## src/rtl/booth_r4_seq_mult.sv

```systemverilog
// Sequential radix-4 Booth multiplier, 16x16 signed -> 32-bit product, valid/ready result side.
// Optional macro BOOTH_EARLY_TERM_EN: finish as soon as the remaining Booth groups are all zero.
module booth_r4_seq_mult #(
    parameter int unsigned WIDTH = 16
) (
    input  logic                 clk,
    input  logic                 rst,
    input  logic                 start,
    input  logic [WIDTH-1:0]     multiplicand,
    input  logic [WIDTH-1:0]     multiplier,
    output logic                 busy,
    output logic [2:0]           booth_grp,
    output logic [2*WIDTH-1:0]   product,
    output logic                 out_valid,
    input  logic                 out_ready
);

    localparam int unsigned ITER = WIDTH / 2;
    localparam int unsigned CntW = $clog2(ITER);
    localparam int unsigned PW   = 2 * WIDTH;

    typedef enum logic [1:0] {StIdle, StRun, StDone} state_e;

    state_e            state_q, state_d;
    logic [WIDTH-1:0]  m_q;
    logic [WIDTH:0]    q_ext_q;
    logic [PW-1:0]     acc_q;
    logic [PW-1:0]     product_q;
    logic [CntW-1:0]   cnt_q;

    logic [PW-1:0]     m_ext;
    logic [PW-1:0]     pp;
    logic [PW-1:0]     acc_sum;
    logic              last_iter;
    logic              early_done;

    assign m_ext     = {{WIDTH{m_q[WIDTH-1]}}, m_q};
    assign last_iter = (cnt_q == CntW'(ITER - 1));

`ifdef BOOTH_EARLY_TERM_EN
    // All-zero or all-one q_ext means every remaining group decodes to 0.
    assign early_done = (q_ext_q == '0) || (q_ext_q == '1);
`else
    assign early_done = 1'b0;
`endif

    always_comb begin
        pp = '0;
        unique case (q_ext_q[2:0])
            3'b001, 3'b010: pp = m_ext;
            3'b011:         pp = m_ext << 1;
            3'b100:         pp = -(m_ext << 1);
            3'b101, 3'b110: pp = -m_ext;
            default:        pp = '0;
        endcase
        acc_sum = acc_q + (pp << {cnt_q, 1'b0});
    end

    always_ff @(posedge clk) begin
        if (rst) begin
            state_q <= StIdle;
        end else begin
            state_q <= state_d;
        end
    end

    always_comb begin
        state_d = state_q;
        unique case (state_q)
            StIdle:  if (start) state_d = StRun;
            StRun:   if (early_done || last_iter) state_d = StDone;
            StDone:  if (out_ready) state_d = StIdle;
            default: state_d = StIdle;
        endcase
    end

    always_comb begin
        busy      = (state_q != StIdle);
        out_valid = (state_q == StDone);
        booth_grp = (state_q == StRun) ? q_ext_q[2:0] : 3'b000;
    end

    assign product = product_q;

    always_ff @(posedge clk) begin
        if (rst) begin
            m_q       <= '0;
            q_ext_q   <= '0;
            acc_q     <= '0;
            product_q <= '0;
            cnt_q     <= '0;
        end else begin
            unique case (state_q)
                StIdle: begin
                    if (start) begin
                        m_q     <= multiplicand;
                        q_ext_q <= {multiplier, 1'b0};
                        acc_q   <= '0;
                        cnt_q   <= '0;
                    end
                end
                StRun: begin
                    if (early_done) begin
                        product_q <= acc_q;
                    end else begin
                        acc_q   <= acc_sum;
                        q_ext_q <= {{2{q_ext_q[WIDTH]}}, q_ext_q[WIDTH:2]};
                        cnt_q   <= cnt_q + 1'b1;
                        if (last_iter) product_q <= acc_sum;
                    end
                end
                default: ;
            endcase
        end
    end

endmodule
```

## config.mk

```make
export PLATFORM = sky130hd
export DESIGN_NAME = booth_r4_seq_mult
export DESIGN_NICKNAME = d
export VERILOG_FILES = /design/src/rtl/booth_r4_seq_mult.sv
export SDC_FILE = /design/constraint.sdc
export NUM_CORES = 1
export LEC_CHECK = 0
export CORE_ASPECT_RATIO = 0.8
export CORE_MARGIN = 10
export CORE_UTILIZATION = 53
export CTS_CLUSTER_DIAMETER = 50
export DETAILED_ROUTE_END_ITERATION = 16
export GPL_ROUTABILITY_DRIVEN = 1
export GPL_TIMING_DRIVEN = 1
export MAX_ROUTING_LAYER = met4
export PLACE_DENSITY = 0.8
export SYNTH_ARGS = -nofsm -noshare
export SYNTH_HDL_FRONTEND = slang
export SYNTH_SLANG_ARGS = --single-unit
```

## constraint.sdc

```tcl
create_clock -name clk -period 4.8 [get_ports clk]
set_clock_uncertainty 0.05 [all_clocks]
set_input_delay 0.72 -clock clk [delete_from_list [all_inputs] [get_ports clk]]
set_output_delay 0.72 -clock clk [all_outputs]
set_load 0.05 [all_outputs]
```

# Word level (Yosys, flattened, before mapping)

Index checks and enable logic that the tools add are counted.

Add/subtract/negate cells: 4
$mul: 0
Divide/modulo/power cells: 0
Order comparisons: 0
Eq/ne operators: 12
Shift-type cells: 1
Muxes and demuxes: 12
Bitwise logic cells: 1
Reduce and logical (&&, ||, !) cells: 10

Operator list:

| cell                  | number |
|---|---|
| $pmux W32 S4          | 1 |
| $neg A32 Y32          | 2 |
| $pmux W32 S2          | 1 |
| $pmux W17 S2          | 1 |
| $add A32 B32 Y32      | 1 |
| $mux W32              | 1 |
| $shl A32 B4 Y32       | 1 |
| $mux W17              | 1 |
| $eq A3 B3 Y1 const B  | 4 |
| $eq A3 B2 Y1 const B  | 2 |
| $mux W2               | 3 |
| $mux W3               | 2 |
| $pmux W2 S3           | 1 |
| $pmux W3 S2           | 1 |
| $reduce_and A2 Y1     | 3 |
| $reduce_and A3 Y1     | 2 |
| $ne A2 B2 Y1 const B  | 2 |
| $reduce_bool A2 Y1    | 2 |
| $reduce_or A2 Y1      | 2 |
| $add A3 B1 Y3 const B | 1 |
| $eq A3 B1 Y1 const B  | 1 |
| $eq A2 B1 Y1 const B  | 1 |
| $eq A2 B2 Y1 const B  | 1 |
| $logic_not A2 Y1      | 1 |
| other kinds (2)       | 2 |

Register bits: 102
Latch bits: 0
Bits in writable memories: 0
Memory bits (read-only): 0
Output and inout bits: 37
Word-level logic and storage cells: 47
Memories: 0

# Depth between registers and ports, before layout

Depth in word-level cells: 6
Depth in mapped cells: 20
Depth with buffers taken out: 19

# Worst setup path before layout

Ideal clock, no wire load.

Path type: flip-flop to flip-flop
Start: register m_q[0]
End: register product_q[27] (netlist: product[27])
Setup time: 0.062 ns
Arrival: 4.468 ns
Required time: 4.688 ns
Path slack: 0.219 ns
Stages on the path, launching flop included: 21
Clock period less this slack: 4.581 ns
Path through: dfxtp_1 > inv_1 > ha_1 > nor3b_1 > nand2_1 > or4_1 > a32oi_1 > a21oi_1 > mux2_2 > mux2i_1 > a21oi_1 > ha_1 > clkbuf_1 > nand2_1 > nor2_1 > nand4b_1 > o211ai_1 > o22ai_1 > o31a_1 > or4_1 > nand3_1

Word-level cells in the longest chain between the ends: 4

RTL lines:

| item                            | RTL line | RTL |
|---|---|---|
| start, declared                 | 25       | `logic [WIDTH-1:0] m_q;` |
| start signal, assigned          | 96       | `m_q <= multiplicand;` |
| $neg A32 Y32 (on tied branches) | 53, 52   |  |
| $pmux W32 S4 (*)                | 49       | `unique case (q_ext_q[2:0])` |
| $shl A32 B4 Y32 (*)             | 56       | `acc_sum = acc_q + (pp << {cnt_q, 1'b0});` |
| $add A32 B32 Y32 (*)            | 56       |  |
| end signal, assigned            | 104      | `product_q <= acc_q;` |
| end signal, assigned            | 109      | `if (last_iter) product_q <= acc_sum;` |
| end, declared                   | 28       | `logic [PW-1:0] product_q;` |

Mark *: on every way between the ends. The rest lies on a longest branch, timed or not.
A chain may end at the register's enable or synchronous reset.

# Worst setup path in the final report

Start: register m_q[1]
End: register product_q[25] (netlist: product[25])

The elaborated chain is that of the path after synthesis.

==> qor.json <==
{
  "grt": {
    "grt_remaining_overflow": 0,
    "grt_use_total": 0.223,
    "wire_length_of_the_first_global_routing_pass_um": 34200,
    "number_of_antenna_violations_at_the_first_check_in_global_routing": 0,
    "grt_start_max_net_pins": 67,
    "vias_in_the_first_global_route": 6787
  },
  "layout": {
    "layout-drive-gt1-share": 0.131,
    "synthToLayoutAreaGrowth_pct": 22.1,
    "layout.cell_area.non_filler_um2": 8810,
    "mostFrequentLayoutCells": "sky130_fd_sc_hd__nand2_1 (150), sky130_fd_sc_hd__a21oi_1 (106), sky130_fd_sc_hd__dfxtp_1 (97), sky130_fd_sc_hd__nor2_1 (86), sky130_fd_sc_hd__clkdlybuf4s50_1 (71)",
    "layout_commonest_cell": "sky130_fd_sc_hd__nand2_1",
    "antenna_cells_inserted": 0,
    "final_nets": 1109,
    "fillerInstances": 1146
  },
  "yosys": {
    "ys_ff_latch": 102,
    "synth.yosys.seq_area_share": 0.283,
    "synth_cell_types": 69,
    "netlist.top_cell.by_area": "sky130_fd_sc_hd__dfxtp_1",
    "synth.avg_cell_area_um2": 7.43,
    "syn-num-nets": 1042,
    "post_synth_main_area_contributors": "sky130_fd_sc_hd__dfxtp_1 (28%), sky130_fd_sc_hd__nand2_1 (7.9%), sky130_fd_sc_hd__a21oi_1 (7.6%)",
    "number_of_enable_flip_flop_cells_after_synthesis": 0,
    "synth_async_sr_flop_share": 0,
    "syn_inst": 970,
    "yosys_most_used_dff": "sky130_fd_sc_hd__dfxtp_1",
    "yosys_warnings": 0,
    "synth_top_area_frac": 0.283,
    "mappedNetlistArea_um2": 7210
  },
  "die": {
    "dieHeight_um": 124,
    "core-area_um2": 13500,
    "chipWidth_um": 150,
    "initial_util": 0.536,
    "floorplan.io_pins": 73,
    "design.die.area_um2": 18700,
    "fp-row-count": 38
  },
  "worst_hold_path": {
    "hold_end": "product[31]",
    "min_path_type": "reg2reg",
    "min_path_cells": 2,
    "hp-start": "product[31]"
  },
  "detailed_routing": {
    "route.antenna.remaining_nets": 0,
    "totalWireLength_um": 21300,
    "route.detailed.wl_per_inst_um": 17.5,
    "vias": 7475,
    "drt-initial-drc-count": 662,
    "detail_route.vias_per_cell": 6.12,
    "drcViolationCount": 0,
    "count_of_tritonroute_iterations_in_the_first_routing_pass": 5
  },
  "timing": {
    "finalSetupViolations": 0,
    "hold-worst-slack_ns": 0.404,
    "tightestPinTransition_ns": 1.15,
    "timing_hold_violations_final": 0,
    "relSlewSlack": 0.232,
    "timing_max_transition_violations_final": 0,
    "final.min_clock_period_ns": 4.79,
    "finalCritPeriodShare": 0.998,
    "max_freq_ghz": 0.209,
    "setup_slack_ns": 0.0108
  },
  "critical_path": {
    "worst_path_maximum_fanout": 6,
    "ff2ff_setup_slack_ns": 0.01,
    "timing.reg2reg.worst_path_depth": 19,
    "crit_path_cell_trace": "or4_4, o41ai_1, a31oi_1, a211oi_1, a21oi_1, mux2i_1, mux2i_1, buf_4, mux2i_1, ha_1, nand2_2, nor2_4, a41oi_1, o211ai_1, buf_4, o22ai_2, o21bai_1, nor4b_1, a311o_1",
    "worst_path_largest_cell_delay_ns": 0.57,
    "worst_setup_path_start_kind": "flop",
    "timing.critical_path.required_ns": 4.99,
    "regToRegStartpoint": "m_q[1]",
    "critical_path.most_common_cell": "sky130_fd_sc_hd__mux2i_1",
    "timing.critical_path.slowest_stage_cell": "sky130_fd_sc_hd__or4_4",
    "arrival_ns": 4.97,
    "critical_path.endpoint_type": "flop",
    "setup.worst_path.class": "reg2reg",
    "regToRegEndpoint": "product[25]"
  },
  "cts": {
    "clock_tree_from_tritoncts": "built",
    "cts.root.buffer_cell": "sky130_fd_sc_hd__clkbuf_16",
    "clock_sinks": 102,
    "cts_buffer_depth": 2,
    "htreeDepth": 3,
    "worstSkewPairLatency_ns": 0.35,
    "path_clk_slew_ns": 0.07,
    "number_of_buffers_inserted_during_clock_tree_synthesis": 9
  },
  "place": {
    "detailedPlacementHpwl_um": 15000,
    "buffer_ports.inserted": 72,
    "place_ws_ns": -0.000335,
    "post_dp_cell_area_um2": 8260,
    "finalWeightedCongestion": 0.974
  },
  "pwr": {
    "comb_power_share": 0.314,
    "switching_power_w": 0.000855,
    "sw_frac_of_total": 0.337,
    "sequential_power_share": 0.364,
    "ir_worst_vdd_mv": 0.170,
    "cell_internal_pwr_w": 0.00169,
    "power_frac_clock": 0.322,
    "power.density_cell_area_nw_per_um2": 288,
    "static-leakage-power_nw": 3.52
  },
  "run_status": {
    "run_status": "complete, no violations"
  },
  "run": {
    "max_cap_violations": 0
  }
}
-- timing repair --
| action | 4_1_cts | 5_1_grt |
|---|---|---|
| setup endpoints to repair | 1 | 33 |
| setup buffers | 2 | 6 |
| gates resized for setup | 1 | 42 |
| pin swaps | 1 | 12 |
| hold buffers | 0 | 0 |
-- final cells by class --
type                       count  area, µm²  share of cell area
clock inverter                 6        103              0.0117
inverter                      18       67.6             0.00767
timing repair buffer         135       1190               0.135
tap                          180        225              0.0256
clock buffer                  10        229              0.0260
sequential                   102       2050               0.233
multi-input combinational    771       4940               0.562
-- cell families after synthesis --
kind of cell    Yosys count  synth area share
mux                      33            0.0495
flops                   102             0.283
simple gates            367             0.233
buf+inv                  97            0.0533
xor+xnor                 37            0.0449
compound gates          298             0.272
fa+ha+maj                36            0.0635
-- synthesized netlist by cell type, drive strengths merged (12+ instances only) --
library cell	instances
inv	18
nand2	152
a211oi	20
o21ai	38
buf	16
a21oi	109
xnor2	21
nand3	38
clkbuf	63
dfxtp	102
mux2i	21
a311oi	15
ha	35
nor3	18
nor2	88
xor2	16
a22o	12
a21o	16
-- sequential cells by signal, indices dropped and copies added, names as in the netlist --
| register | cells |
|---|---|
| cnt_q | 3 |
| product | 32 |
| m_q | 16 |
| acc_q | 32 |
| q_ext_q | 17 |
| state_q | 2 |
-- power by group through the flow --
stage               Sequential (W)  Combinational [W]  Clock [W]
global route              0.000930           0.000865   0.000854
global placement          0.000939           0.000717          0
CTS                       0.000921           0.000736   0.000827
detailed placement        0.000940           0.000728          0
floorplan                 0.000920           0.000526          0
finish                    0.000924           0.000798   0.000818
-- worst max-delay path: cells and delay by family (launching register included) --
kind / cells / cell delay (ns)
AND/OR/NAND/NOR: 4 / 0.95
flip-flops: 1 / 0.35
multiplexers: 3 / 0.71
adder cells (fa/ha/maj): 1 / 0.31
buffers and inverters: 2 / 0.34
AO/OA/AOI/OAI: 9 / 1.96
-- metal layers --
metal	wire (µm)	part of all wire	global-route usage
met5	0	0	-
met4	291	0.014	0.0468
met3	1650	0.077	0.0447
met2	9400	0.44	0.325
met1	9990	0.47	0.311
-- per-stage QoR --
| step | std cells | util | power, W | setup TNS [ns] |
|---|---|---|---|---|
| floorplan | 970 | - | 0.00145 | 0 |
| global placement | 1198 | 0.614 | 0.00166 | 0 |
| detailed placement | 1198 | 0.614 | 0.00167 | -0.000335 |
| CTS | 1216 | 0.640 | 0.00248 | 0 |
| global route | 1222 | 0.654 | 0.00265 | -0.239 |
| finish | 1222 | 0.654 | 0.00254 | 0 |
-- how the worst max path moves through the flow --
stage | cells past startpoint | startpoint | to | slack (ns)
2_1_floorplan | 20 | m_q[0] | product[27] | 0.22
3_3_place_gp | 20 | m_q[0] | product[27] | 0.07
3_5_place_dp | 20 | m_q[0] | product[27] | -0.0003
4_1_cts | 21 | m_q[0] | product[27] | 0.07
5_1_grt | 18 | m_q[10] | product[27] | -0.11
6_report | 19 | m_q[1] | product[25] | 0.01
Note: power is estimated with default switching activity, not from simulation.
==> patch 1 (config.mk and constraints unchanged) <==
Reset style: asynchronous (`rst`), changed in 2 clocked blocks.
--- a/src/rtl/booth_r4_seq_mult.sv
+++ b/src/rtl/booth_r4_seq_mult.sv
@@ -56,7 +56,7 @@
         acc_sum = acc_q + (pp << {cnt_q, 1'b0});
     end
 
-    always_ff @(posedge clk) begin
+    always_ff @(posedge clk or posedge rst) begin
         if (rst) begin
             state_q <= StIdle;
         end else begin
@@ -82,7 +82,7 @@
 
     assign product = product_q;
 
-    always_ff @(posedge clk) begin
+    always_ff @(posedge clk or posedge rst) begin
         if (rst) begin
             m_q       <= '0;
             q_ext_q   <= '0;
Formal check against the unedited RTL: differs if rst is asserted again (counterexample within 4 cycles, from zero or initial values and one cycle with rst high); with rst held inactive, the same outputs for 4 cycles.
==> patch 1 against the original RTL <==
The flow now finishes with violations (negative setup slack). Synthesized area is 1.1% higher. Count of clock-buffer cells in the layout stayed put. Die area is 0.97% higher. Critical path type unchanged. Wire length is 9.1% higher. Setup slack worse by 0.22 ns. Sequential cell count stayed put. Cell area is 15% higher. Critical endpoint is now product[28]. Synthesized cell count is 12% lower.
Power is not shown: default switching activity piles up to over one toggle a cycle in this logic, so the estimate is an artifact.
==> patch 1: results (changes against the original RTL) <==
stage,metric,value,unit,change
critical_path,CP arrival,5.18,ns,+0.21 ns
timing,Final TNS setup,-1.40,ns,-1.40 ns
worst_hold_path,worst min-delay path class,register to register,,
critical_path,reg-to-reg endpoint,product[28],,
worst_hold_path,Hold Path End,product[9],,
route,met3 wire len,2170,µm,+31%
timing,Final Hold Viols,0,,unchanged
cells_and_area,nets,1118,,+0.81%
cells_and_area,layout cells sized above 1,29.7,%,+17 points
synthesis,"top cells by area, synth","dfrtp_1 (35%), nand2_1 (6.5%), ha_1 (6.0%)",,
placement,DP Wirelength,16200,µm,+7.9%
timing,Final Hold Slack,0.424,ns,+0.0204 ns
cells_and_area,antenna cells,0,,unchanged
timing,Final setup viols,10,,+10
grt,initial antenna violation count,0,,unchanged
synthesis,ys flop type,dfrtp_1,,
placement,placer congestion estimate,1.01,,+4.0%
timing,worst setup margin,-0.211,ns,-0.222 ns
synthesis,library cells used by synthesis,65,,-5.8%
critical_path,worst-path fanout max,4,,-2
route,Total Wirelength,23300,µm,+9.1%
clock_network,clock buffer depth,2,,unchanged
grt,first-pass GRT wire length,36800,µm,+7.6%
route,M1 WL,10600,µm,+6.6%
route,via-per-instance ratio,5.96,,-2.6%
critical_path,R2R depth,23,,+4
worst_hold_path,hold_sp,product[9],,
placement,IO buf count,72,,unchanged
critical_path,FF-to-FF Start,m_q[14],,
placement,"worst slack, placed",-0.381,ns,-0.381 ns
clock_network,clk_lat worst skew,0.37,ns,+0.02 ns
route,wire length on met2,10200,µm,+8.4%
synthesis,post-synth net total,928,,-11%
synthesis,Commonest cells post-synth,"nand2_1 (126), dfrtp_1 (102), o21ai_0 (74)",,
grt,vias in the first global route,6985,,+2.9%
grt,GRT Total Usage,24.7,%,+2.4 points
clock_network,TritonCTS Buffers,9,,unchanged
route,Initial DRC Count,730,,+10%
timing,Rel. slew slack,31.7,%,+8.5 points
worst_hold_path,hold depth,2,,unchanged
grt,largest net degree at the start of global routing,63,,-6.0%
synthesis,sequential cell area fraction in the yosys report,35.0,%,+6.7 points
run_status,failing checks,negative setup slack,,
synthesis,asr flop ratio synth,100,%,+100 points
run_status,status,"complete, but fails checks",,
[patch 1: worst max-delay path by stage]
stage	startpoint	slack (ns)	to
finish	m_q[14]	-0.21	product[28]
global route	m_q[14]	-0.48	product[28]
CTS	m_q[1]	-0.13	product[30]
detailed placement	m_q[1]	-0.38	product[30]
global placement	m_q[1]	-0.26	product[30]
floorplan	m_q[7]	0.002	product[30]
[patch 1: final cells by class]
cell class	instances	area (µm²)
Tap cell	180	225
Fill cell	992	3390
Clock inverter	6	55.1
Sequential cell	102	2550
Inverter	22	85.1
Multi-Input combinational cell	675	4970
Clock buffer	10	229
Timing Repair Buffer	236	1990
[patch 1: logic make-up after synthesis]
family	count (synthesis)	share of synthesized area (%)
DFF	102	35.0
AOI/OAI and AO/OA	274	23.5
adders and majority gates	36	6.28
xor gates and xnor gates	42	5.05
muxes	72	10.4
buffers and inverters	79	4.29
and+or+nand+nor	251	15.5
[patch 1: tightest hold or removal path, stage by stage, from the launching register on]
cell     delay (ns)
dfrtp_1        0.34
nand2_1        0.04
o21ai_0        0.05
[patch 1: timing repair]
item	in CTS	in global routing
pin swaps	39	39
buffers inserted	17	14
gates resized for setup	63	48
endpoints found under the setup margin	28	36
[patch 1: routing by layer]
metal	GRT usage [%]	vias up
li1	-	3462
met3	5.59	23
met1	35.6	3516
met4	6.33	0
met5	-	-
met2	33.8	334
[patch 1: metrics by stage]
| stage | instance area (µm²) | cells |
|---|---|---|
| final | 10100 | 1231 |
| after global placement | 9090 | 1184 |
| after floorplan | 7340 | 856 |
| after CTS | 9770 | 1217 |
| after global routing | 10100 | 1231 |
| after detailed placement | 9090 | 1184 |
==> patch 2 (same flow settings) <==
Made on the original files. The option `BOOTH_EARLY_TERM_EN` is turned on by a define.
--- a/src/rtl/booth_r4_seq_mult.sv
+++ b/src/rtl/booth_r4_seq_mult.sv
@@ -1,5 +1,7 @@
 // Sequential radix-4 Booth multiplier, 16x16 signed -> 32-bit product, valid/ready result side.
 // Optional macro BOOTH_EARLY_TERM_EN: finish as soon as the remaining Booth groups are all zero.
+`define BOOTH_EARLY_TERM_EN
+
 module booth_r4_seq_mult #(
     parameter int unsigned WIDTH = 16
 ) (
Function: changed (a bounded check fails within 4 cycles, from zero or initial values and one cycle with rst high).
==> patch 2 against the original RTL <==
The run now ends with negative setup slack left. Synthesized cell count is 11% higher. Wire length is 23% higher. Setup slack worse by 0.019 ns. Largest cell class unchanged. Synthesized area is 9.0% higher. Sequential cell count stayed put. Cell area is 16% higher. Critical path type unchanged. Power is 14% higher.
==> patch 2: results (changes against the original RTL) <==
stage,metric,value,unit,change
run_status,status,"complete, but fails checks",,
run_status,failing checks,negative setup slack,,
route,via-per-instance ratio,6.24,,+2.0%
placement,placed standard-cell area,9390,µm²,+14%
grt,first-pass GRT wire length,41700,µm,+22%
critical_path,worst-path fanout max,5,,-1
synthesis,sequential cell area fraction in the yosys report,26.0,%,-2.3 points
cells_and_area,fillers,1170,,+2.1%
grt,vias in the first global route,8045,,+19%
grt,GRT Total Usage,25.8,%,+3.5 points
cells_and_area,layout cells sized above 1,20.7,%,+7.6 points
pwr,leakage,4.09,nW,+16%
timing,Final TNS setup,-0.00787,ns,-0.00787 ns
synthesis,Commonest cells post-synth,"nand2_1 (170), dfxtp_1 (102), nor2_1 (102)",,
clock_network,clk slew on worst S/H paths,0.07,ns,about the same
route,DR WL/cell,18.7,µm,+7.4%
cells_and_area,nets,1282,,+16%
grt,largest net degree at the start of global routing,68,,+1.5%
timing,Slew @ Worst Pin,0.960,ns,-0.188 ns
synthesis,"top cells by area, synth","dfxtp_1 (26%), nand2_1 (8.1%), a21oi_1 (6.4%)",,
timing,Final setup viols,1,,+1
synthesis,library cells used by synthesis,84,,+22%
timing,fin. max-slew vios,0,,unchanged
timing,worst setup margin,-0.00787,ns,-0.0187 ns
synthesis,asr flop ratio synth,0,%,unchanged
placement,placer congestion estimate,1.02,,+4.3%
floorplan,Die X,156,µm,+3.8%
synthesis,post-synth net total,1155,,+11%
placement,"worst slack, placed",-0.190,ns,-0.190 ns
clock_network,clk_lat worst skew,0.37,ns,+0.02 ns
critical_path,CP arrival,5.02,ns,+0.05 ns
synthesis,mean area per synthesized cell,7.28,µm²,-2.1%
-- patch 2: cell count changes after synthesis, moves of 10 or more --
cell	change
a22o_1	-10
nor3_1	+11
nor2_1	+14
o21ai_1	+10
nand2_1	+18
-- patch 2: worst paths after layout --
check | startpoint | end | slack, ns | cells after the start
min reg2reg | product[21] | product[21] | 0.41 | 2
max | m_q[1] | product[26] | -0.008 | 20
max reg2reg | m_q[1] | product[26] | -0.008 | 20
min | product[21] | product[21] | 0.41 | 2
-- patch 2: routing by layer --
layer  share of wire, %  up-vias  global-route usage (%)
met5                  0        -                       -
met3                9.2       42                    5.39
met1                 47     4051                    36.1
li1                   -     4206                       -
met4                1.6        0                    7.09
met2                 42      407                    36.4
-- patch 2: kinds of logic (layout without fill, tap and decap cells) --
logic type	after synthesis	count (layout)	share of synthesized area, %
DFF	102	102	26.0
xor gates and xnor gates	42	42	4.78
and+or+nand+nor	428	428	24.8
AOI/OAI and AO/OA	335	335	28.8
adders and majority gates	39	39	6.30
muxes	27	27	4.08
buffers and inverters	107	238	5.27
-- patch 2: repair_timing --
item,4_1_cts,5_1_grt
setup endpoints to repair,15,36
pin swaps,8,27
buffers inserted,5,12
gates resized for setup,18,81
-- patch 2: per-stage QoR --
step,hold WS (ns),cells,util (%),total power [W]
floorplan,0.399,1080,-,0.00165
global placement,0.389,1364,65.2,0.00201
detailed placement,0.397,1364,65.2,0.00203
CTS,0.406,1384,68.1,0.00278
global route,0.446,1395,71.2,0.00305
finish,0.412,1395,71.2,0.00291
-- patch 2: cell type report --
type                            instances  area (µm²)  share of cell area (%)
Tap cell                              184         230                    2.24
Clock buffer                            9         225                    2.20
Sequential cell                       102        2050                    19.9
Inverter                               22        82.6                   0.805
Timing Repair Buffer                  201        1720                    16.8
Clock inverter                          6        53.8                   0.525
Multi-Input combinational cell        871        5900                    57.5
-- patch 2: critical path, cell delays in order (launching register included) --
cell and delay [ns]:
dfxtp_2 0.33, inv_2 0.07, ha_4 0.12, or4b_4 0.50, buf_8 0.17, o41ai_4 0.22
xnor2_1 0.14, a22oi_1 0.20, o21ai_1 0.11, mux2i_1 0.21, buf_4 0.15, clkinv_1 0.04
mux4_2 0.48, ha_4 0.23, a21o_1 0.21, a2111oi_2 0.31, a21bo_2 0.30, and2_1 0.16
a2111o_1 0.37, o311a_1 0.13, a32o_1 0.20
-- patch 2: report_power, final --
part,internal [W],switching (W),total [W]
Sequential,0.000893,0.0000508,0.000943
Combinational,0.000549,0.000688,0.00124
Clock,0.000359,0.000370,0.000729
Total,0.00180,0.00111,0.00291
